$ cat config.mk
export PLATFORM = sky130hd
export DESIGN_NAME = deserializer
export DESIGN_NICKNAME = d
export VERILOG_FILES = /design/src/rtl/deserializer.sv
export SDC_FILE = /design/constraint.sdc
export NUM_CORES = 1
export LEC_CHECK = 0
export CAP_MARGIN = 5
export CORE_UTILIZATION = 53
export DETAILED_ROUTE_END_ITERATION = 7
export MAX_ROUTING_LAYER = met4
export PLACE_DENSITY_LB_ADDON = 0.12
export SLEW_MARGIN = 10
export SYNTH_ARGS = -nofsm -noshare
export SYNTH_HDL_FRONTEND = slang
export SYNTH_SLANG_ARGS = --single-unit
$ cat constraint.sdc
create_clock -name t_clk -period 2.2 [get_ports t_clk]
set_input_delay 0.44 -clock t_clk [delete_from_list [all_inputs] [get_ports t_clk]]
set_output_delay 0.44 -clock t_clk [all_outputs]
set_load 0.02 [all_outputs]
$ cat src/rtl/deserializer.sv
// Bit-serial to byte deserializer with SYNC_WORD framing (HUNT/VERIFY/LOCKED).
// Optional DESER_SYNC_DROP_EN: suppress sync bytes seen while locked.
module deserializer #(
  parameter logic [7:0]  SYNC_WORD = 8'hA5,
  parameter int unsigned LOCK_CNT  = 2
) (
  input  logic       t_clk,
  input  logic       rst,
  input  logic       data_in,
  input  logic       realign,
  output logic [7:0] data_out,
  output logic       data_valid,
  output logic       locked
);

  localparam logic [1:0] HUNT   = 2'd0;
  localparam logic [1:0] VERIFY = 2'd1;
  localparam logic [1:0] LOCKED = 2'd2;

  localparam logic [3:0] LOCK_N = 4'(LOCK_CNT);

`ifdef DESER_SYNC_DROP_EN
  localparam logic DROP_SYNC = 1'b1;
`else
  localparam logic DROP_SYNC = 1'b0;
`endif

  logic [1:0] state_q, state_d;
  logic [7:0] shift_q;
  logic [2:0] bit_cnt_q, bit_cnt_d;
  logic [3:0] match_q, match_d;
  logic [7:0] dout_q, dout_d;
  logic       valid_q, valid_d;
  logic       locked_q;

  logic [7:0] word;
  logic       is_sync;
  logic       boundary;

  assign word     = {shift_q[6:0], data_in};
  assign is_sync  = (word == SYNC_WORD);
  assign boundary = (bit_cnt_q == 3'd7);

  always_comb begin
    state_d   = state_q;
    bit_cnt_d = bit_cnt_q + 3'd1;
    match_d   = match_q;
    dout_d    = dout_q;
    valid_d   = 1'b0;
    if (realign) begin
      state_d = HUNT;
      match_d = 4'd0;
    end else begin
      case (state_q)
        HUNT: begin
          bit_cnt_d = bit_cnt_q;
          if (is_sync) begin
            state_d   = VERIFY;
            bit_cnt_d = 3'd0;
            match_d   = 4'd0;
          end
        end
        VERIFY: begin
          if (boundary) begin
            if (is_sync) begin
              match_d = match_q + 4'd1;
              if (match_q + 4'd1 == LOCK_N)
                state_d = LOCKED;
            end else begin
              state_d = HUNT;
              match_d = 4'd0;
            end
          end
        end
        LOCKED: begin
          // sync bytes seen in lock are payload unless dropping is enabled
          if (boundary && !(DROP_SYNC && is_sync)) begin
            dout_d  = word;
            valid_d = 1'b1;
          end
        end
        default: state_d = HUNT;
      endcase
    end
  end

  always_ff @(posedge t_clk or posedge rst) begin
    if (rst) begin
      state_q   <= HUNT;
      shift_q   <= 8'h00;
      bit_cnt_q <= 3'd0;
      match_q   <= 4'd0;
      dout_q    <= 8'h00;
      valid_q   <= 1'b0;
      locked_q  <= 1'b0;
    end else begin
      state_q   <= state_d;
      shift_q   <= word;
      bit_cnt_q <= bit_cnt_d;
      match_q   <= match_d;
      dout_q    <= dout_d;
      valid_q   <= valid_d;
      locked_q  <= (state_d == LOCKED);
    end
  end

  assign data_out   = dout_q;
  assign data_valid = valid_q;
  assign locked     = locked_q;

endmodule
# After elaboration in Yosys (flattened, before gate mapping)
# Cells that the tools add are included.
[op_classes] n_eq_ne=8 bitwise=1 n_reduce_logical=4 mux=17 add_sub_neg=2
[op_table] op="$mux 4" count=4
[op_table] op="$mux 2" count=5
[op_table] op="$mux 3" count=3
[op_table] op="$eq 8x8->1 const B" count=1
[op_table] op="$pmux 4 s2" count=1
[op_table] op="$ne 3x3->1 const B" count=2
[op_table] op="$pmux 2 s3" count=1
[op_table] op="$reduce_and 3->1" count=2
[op_table] op="$add 4x1->4 const B" count=1
[op_table] op="$eq 2x2->1 const B" count=2
[op_table] op="$eq 4x2->1 const B" count=1
[op_table] op="$add 3x1->3 const B" count=1
[op_table] op="$eq 3x3->1 const B" count=1
[op_table] op="$mux 1" count=3
[op_table] op="$reduce_bool 3->1" count=1
[op_table] op="$eq 2x1->1 const B" count=1
[op_table] op="$logic_not 2->1" count=1
[op_table] op="$not 1->1" count=1
[word_totals] in_bits=4 reg_bits=26 output_inout_bits=10 word_cells=39

# Depth between registers and ports, before layout
# Gate-level depths: netlist of the first run.
[logic_depth] ltp_word=8 depth_mapped=6 depth_no_buf=6

# Least setup slack after synthesis of the first run
# Ideal clock, no wire load.
[synth_path] kind="reg-to-reg" start="register bit_cnt_q[0]" end="register match_q[3]" arrival_ps=1484 path_buffers=0 stages_incl_launch_ff=7 period_less_slack_ps=1564 setup_time_ps=80 t_required_ps=2120 path_slack_ps=636 cell_sequence="dfrtp_1 ha_1 ha_1 nand2b_1 a21oi_1 or4_1 o211ai_2"
[synth_via] elab_chain_len=3
[synth_lines] item="from (decl)" line_no="30" source="logic [2:0] bit_cnt_q, bit_cnt_d;"
[synth_lines] item="from (signal assigned)" line_no="99" source="bit_cnt_q <= bit_cnt_d;"
[synth_lines] item="$eq 3x3->1" line_no="42" source="assign boundary = (bit_cnt_q == 3'd7);"
[synth_lines] item="$ne 3x3->1 (no source line)"
[synth_lines] item="$reduce_and 3->1 (no source line)"
[synth_lines] item="to (signal assigned)" line_no="100" source="match_q <= match_d;"
[synth_lines] item="to (decl)" line_no="31" source="logic [3:0] match_q, match_d;"
# Every way passes these cells.
# A chain may end at the register's enable or synchronous reset.

# Final worst setup path of the first run
# Same ends and word-level chain as after synthesis.

==> results.json, run 1 <==
{
  "cts_tree": "yes",
  "cp.arrival_ns": 2.05,
  "dp.cells": 133,
  "hold_buffers": 0,
  "peakVddDrop_mv": 0.392,
  "cp-start-kind": "register",
  "nNetsFinal": 119,
  "clk_pin_slew_ns": 0.14,
  "layout.cells.non_filler": 137,
  "final_util_pct": 68.1,
  "grt_overflow": 0,
  "cts_setup_buffers": 0,
  "critPathLaunch": "bit_cnt_q[0]$_DFFE_PP0P_",
  "timing.hold.ws_ns": 0.405,
  "status": "finished, final reports clean",
  "grt.total_usage_pct": 21.0,
  "insertion_delay_ns": 0.33,
  "seq_area_frac_synth_pct": 57.3,
  "placed_area_sq_um": 1300,
  "leakagePower_nw": 0.614,
  "cp.required_ns": 2.46,
  "rows": 16,
  "grt_pass1_vias": 713,
  "ys_types": 30,
  "layout_common_cells": "26 x dfrtp_1, 13 x clkdlybuf4s50_1, 9 x nand2_1",
  "synth_fp_nets": 101,
  "yosysWarnings": 0,
  "path_common_cell": "ha_1",
  "fmax_ghz": 0.558,
  "min_period_ns": 1.79,
  "nFillCells": 134,
  "drtAntennaViolNets": 0,
  "cts.path.max_buffers": 2,
  "io_pins": 14,
  "final_common_cell": "dfrtp_1",
  "worstPathMaxFanout": 6,
  "regArea_sq_um": 651,
  "worst_pin_slew_ns": 0.527,
  "gp_congestion": 0.836,
  "r2r_slack_ns": 0.41,
  "power.density_nw_per_um2": 678,
  "critPathKind": "register to register",
  "dieArea_sq_um": 2330,
  "cp_slowest_cell": "or4_1",
  "cts-htree-levels": 1,
  "max_stage_delay_ns": 0.53,
  "maxSlewViolCount": 0,
  "hold_path_class": "register to register",
  "dr.first_iter.drc_count": 21,
  "antenna_found_initial": 0,
  "r2r.worst_path.cells": 6,
  "syn_inst": 93,
  "multiInputGateArea_sq_um": 445,
  "min_period_over_period_pct": 81.4,
  "portBuffers": 13,
  "start_util_pct": 57.3,
  "die_h_um": 48.3,
  "totalWireLength_mm": 1.97,
  "synth.avg_cell_area_sq_um": 12.2,
  "vias": 759,
  "numCtsBuffers": 3,
  "dp_slack_ns": 0.193,
  "wl_per_cell_um": 14.4,
  "max_slew_margin_pct": 64.8,
  "dp_hpwl_mm": 1.44,
  "syn-cell-area_sq_um": 1130,
  "setup_viol": 0,
  "core_area_sq_um": 1980,
  "p_total_mw": 0.915,
  "grt_pass1_wl_mm": 3.10,
  "crit_path_end": "match_q[3]$_DFFE_PP0P_",
  "drc": 0,
  "area_delta_synth_final_pct": 19.0,
  "skew_ns": 0.00783,
  "final_hold_viol_count": 0,
  "viasPerCell": 5.54,
  "tns_ns": 0,
  "die_x_um": 48.3,
  "rsz0062_at_grt": "false",
  "drive_above_1_share_pct": 17.3,
  "finish.instance_area_sq_um": 1350,
  "crit_chain": "ha_1 > ha_1 > nand2b_1 > a21oi_1 > or4_1 > o211ai_2",
  "worst_slack_ns": 0.409,
  "r2r_start": "bit_cnt_q[0]$_DFFE_PP0P_",
  "reg2reg_to": "match_q[3]$_DFFE_PP0P_",
  "n_antenna_cell": 0,
  "drtPass1Iterations": 4,
  "crit_path_end_kind": "register",
  "cap_violations": 0,
  "grt_max_degree": 27,
  "cts_resized": 0,
  "cts.sinks": 26,
  "synth_seq_cells": 26,
  "clockRootBuffer": "clkbuf_4"
}
cells by family after synthesis:
logic type      share of synthesized area [%]
buf+inv                                  3.42
fa+ha+maj                                4.41
mux                                      8.93
flops                                    57.3
compound gates                           11.7
simple gates                             14.2
cell type report:
cell class	count	share of cell area (%)
sequential	26	48.2
multi-input combinational	59	33.0
timing repair buffer	15	10.8
tap	27	2.50
clock inverter	1	2.22
clock buffer	3	1.67
inverter	6	1.67
Yosys cell counts:
cell / n / share of area [%]
o41ai_1: 1 / 0.77
o32ai_1: 1 / 0.77
nand2b_1: 1 / 0.55
ha_1: 4 / 4.4
a221oi_1: 1 / 0.77
a21oi_1: 2 / 0.88
nand4_1: 1 / 0.55
nand3_1: 2 / 0.88
a311oi_1: 1 / 0.77
nand2_1: 9 / 3.0
mux2_1: 4 / 4.0
and4bb_2: 2 / 2.2
mux2_2: 5 / 5.0
buf_2: 1 / 0.44
or4_1: 1 / 0.66
o21ai_0: 5 / 2.2
a22o_2: 2 / 1.8
and3_1: 3 / 1.7
a2111oi_0: 1 / 0.77
o211ai_2: 1 / 1.1
buf_6: 1 / 0.99
a21oi_2: 1 / 0.77
or2_4: 1 / 0.77
inv_1: 6 / 2.0
nor2_1: 4 / 1.3
a31oi_1: 1 / 0.55
and2_1: 3 / 1.7
dfrtp_1: 26 / 57
or3_4: 1 / 0.99
o22ai_1: 1 / 0.55
registers in the layout, summed over array words and instances (netlist names):
name	cells
data_out	8
shift_q	7
match_q	4
bit_cnt_q	3
state_q	2
data_valid	1
locked	1
worst min path at each step:
stage | slack [ns] | cells after the start | end | from
after floorplan | 0.36 | 0 | shift_q[3]$_DFF_PP0_ | shift_q[2]$_DFF_PP0_
after global placement | 0.38 | 0 | shift_q[6]$_DFF_PP0_ | shift_q[5]$_DFF_PP0_
after detailed placement | 0.38 | 0 | shift_q[2]$_DFF_PP0_ | shift_q[1]$_DFF_PP0_
after CTS | 0.41 | 0 | shift_q[2]$_DFF_PP0_ | shift_q[1]$_DFF_PP0_
after global routing | 0.43 | 0 | shift_q[2]$_DFF_PP0_ | shift_q[1]$_DFF_PP0_
final | 0.40 | 0 | shift_q[4]$_DFF_PP0_ | shift_q[3]$_DFF_PP0_
critical path: cells and delay by family (launching register included):
family	cells	cell delay, ns
AOI/OAI and AO/OA	2	0.31
and+or+nand+nor	2	0.68
DFF	1	0.38
adders and majority gates	2	0.35
per-layer routing:
layer	up-vias	wire length (um)	global-route usage, %
met2	23	969	30.4
met4	0	38	13.3
met1	361	884	26.7
met5	-	0	-
li1	368	-	-
met3	7	79	4.44
report_power, final:
| group | internal, mW | total, mW | switching, mW |
|---|---|---|---|
| Clock | 0.184 | 0.328 | 0.143 |
| Combinational | 0.0316 | 0.0719 | 0.0403 |
| Sequential | 0.502 | 0.515 | 0.0132 |
Power figures use the tool's default switching activity.
==> run 2: changes to the inputs <==
==> constraint.sdc (replaced) <==
create_clock -name t_clk -period 1.8 [get_ports t_clk]
set_input_delay 0.36 -clock t_clk [delete_from_list [all_inputs] [get_ports t_clk]]
set_output_delay 0.36 -clock t_clk [all_outputs]
set_load 0.02 [all_outputs]
==> run 2 against run 1 <==
  * First-iteration DRC count down 57%
  * Register-to-register slack lost 0.30 ns
  * Sequential share of layout area fell by 2.3 points
  * Cell count up 5.1%
  * Critical path depth stayed put
  * Non-clock buffer count increased by 7
  * Fmax is 5.6% higher
  * Sequential power rose by 23%
  * Clock skew shrank 0.0013 ns
  * Clock-buffer cell count stayed put
  * Sequential cell count unchanged
==> results.json, run 2 (synthesis gave the netlist of run 1 again) <==
{
  "r2r_slack_ns": 0.10,
  "vias": 795,
  "cts_tree": "yes",
  "grt_pass1_vias": 707,
  "drc": 0,
  "antenna_found_initial": 0,
  "nNetsFinal": 126,
  "p_sw_share_pct": 21.5,
  "grt_pass1_wl_mm": 3.08,
  "hold_buffers": 0,
  "cp-start-kind": "register",
  "final_common_cell": "dfrtp_1",
  "fmax_ghz": 0.590,
  "viasPerCell": 5.52,
  "n_antenna_cell": 0,
  "cts.sinks": 26,
  "max_slew_margin_pct": 66.7,
  "min_period_ns": 1.70,
  "layout_common_cells": "26 x dfrtp_1, 13 x clkdlybuf4s50_1, 9 x nand2_1",
  "dp.cells": 140,
  "core_area_sq_um": 1980,
  "timing.hold.ws_ns": 0.376,
  "crit_path_end_kind": "register",
  "clk_pin_slew_ns": 0.14,
  "io_pins": 14,
  "power.density_nw_per_um2": 796,
  "layout.cells.non_filler": 144,
  "wl_per_cell_um": 13.8,
  "die_x_um": 48.3,
  "cp.arrival_ns": 1.95,
  "p_total_mw": 1.13,
  "peakVddDrop_mv": 0.647,
  "r2r.worst_path.cells": 6,
  "drtAntennaViolNets": 0,
  "cp.required_ns": 2.06,
  "internal_power_mw": 0.886,
  "finish.instance_area_sq_um": 1420,
  "dr.first_iter.drc_count": 9,
  "critPathKind": "register to register",
  "reg2reg_to": "match_q[3]$_DFFE_PP0P_",
  "dieArea_sq_um": 2330,
  "portBuffers": 13,
  "maxSlewViolCount": 0,
  "clockRootBuffer": "clkbuf_4",
  "gp_congestion": 0.949,
  "hold_path_class": "input port to async pin",
  "grt.total_usage_pct": 20.4,
  "dp_hpwl_mm": 1.44,
  "totalWireLength_mm": 1.98,
  "worst_slack_ns": 0.104,
  "drtPass1Iterations": 4,
  "r2r_start": "bit_cnt_q[1]$_DFFE_PP0P_",
  "setup_viol": 0,
  "numCtsBuffers": 3,
  "final_util_pct": 71.5,
  "dp_slack_ns": -0.0461,
  "cts.path.max_buffers": 2,
  "power.net_switching_mw": 0.242,
  "rows": 16,
  "die_h_um": 48.3,
  "grt_overflow": 0,
  "rsz0062_at_grt": "false",
  "skew_ns": 0.00651,
  "placed_area_sq_um": 1360,
  "final_hold_viol_count": 0,
  "clkPwrFrac_pct": 34.8,
  "worst_pin_slew_ns": 0.498,
  "cts-htree-levels": 1,
  "start_util_pct": 57.3,
  "p_seq_share_pct": 56.3,
  "cap_violations": 0,
  "insertion_delay_ns": 0.32,
  "tns_ns": 0,
  "grt_max_degree": 27,
  "combPwrFrac_pct": 8.9,
  "status": "finished, final reports clean",
  "worstPathMaxFanout": 4,
  "drive_above_1_share_pct": 23.1,
  "leakagePower_nw": 0.649,
  "area_delta_synth_final_pct": 24.9,
  "min_period_over_period_pct": 94.2,
  "largest_register_ffs": 8
}
[run 2: how the worst max path moves through the flow]
stage	startpoint	end	slack (ns)
floorplan	bit_cnt_q[0]$_DFFE_PP0P_	match_q[3]$_DFFE_PP0P_	0.24
global placement	realign	match_q[2]$_DFFE_PP0P_	-0.04
global route	bit_cnt_q[1]$_DFFE_PP0P_	match_q[3]$_DFFE_PP0P_	0.01
detailed placement	realign	match_q[2]$_DFFE_PP0P_	-0.05
finish	bit_cnt_q[1]$_DFFE_PP0P_	match_q[3]$_DFFE_PP0P_	0.10
CTS	bit_cnt_q[1]$_DFFE_PP0P_	match_q[3]$_DFFE_PP0P_	0.08
[run 2: critical path: stages (launching register included)]
cell      delay (ns)
dfrtp_1         0.39
ha_1            0.16
ha_2            0.21
nand2b_1        0.15
a21oi_1         0.09
or4_1           0.49
o211ai_2        0.15
[run 2: layer usage]
metal | track usage [%] | part of all wire (%) | vias up
li1 | - | - | 387
met1 | 23.8 | 45 | 388
met2 | 34.1 | 51 | 16
met3 | 3.70 | 2.6 | 4
met4 | 8.89 | 1.2 | 0
met5 | - | 0 | -
[run 2: timing repair]
| action | 4_1_cts | 5_1_grt |
|---|---|---|
| gates resized for setup | 0 | 1 |
| setup endpoints to repair | 0 | 1 |
| endpoints found under the hold margin | 0 | 0 |
| setup buffers | 0 | 0 |
[run 2: power groups by stage]
stage / combinational, mW / sequential, mW / clock [mW]
global route: 0.115 / 0.641 / 0.422
CTS: 0.0972 / 0.635 / 0.401
floorplan: 0.0596 / 0.637 / 0
detailed placement: 0.0953 / 0.644 / 0
global placement: 0.0849 / 0.642 / 0
finish: 0.100 / 0.635 / 0.393
[run 2: area by class of cell]
| cell class | count | area, sq um |
|---|---|---|
| Clock buffer | 3 | 22.5 |
| Clock inverter | 1 | 30.0 |
| Fill cell | 134 | 564 |
| Inverter | 6 | 22.5 |
| Multi-Input combinational cell | 59 | 448 |
| Sequential cell | 26 | 651 |
| Tap cell | 27 | 33.8 |
| Timing Repair Buffer | 22 | 210 |
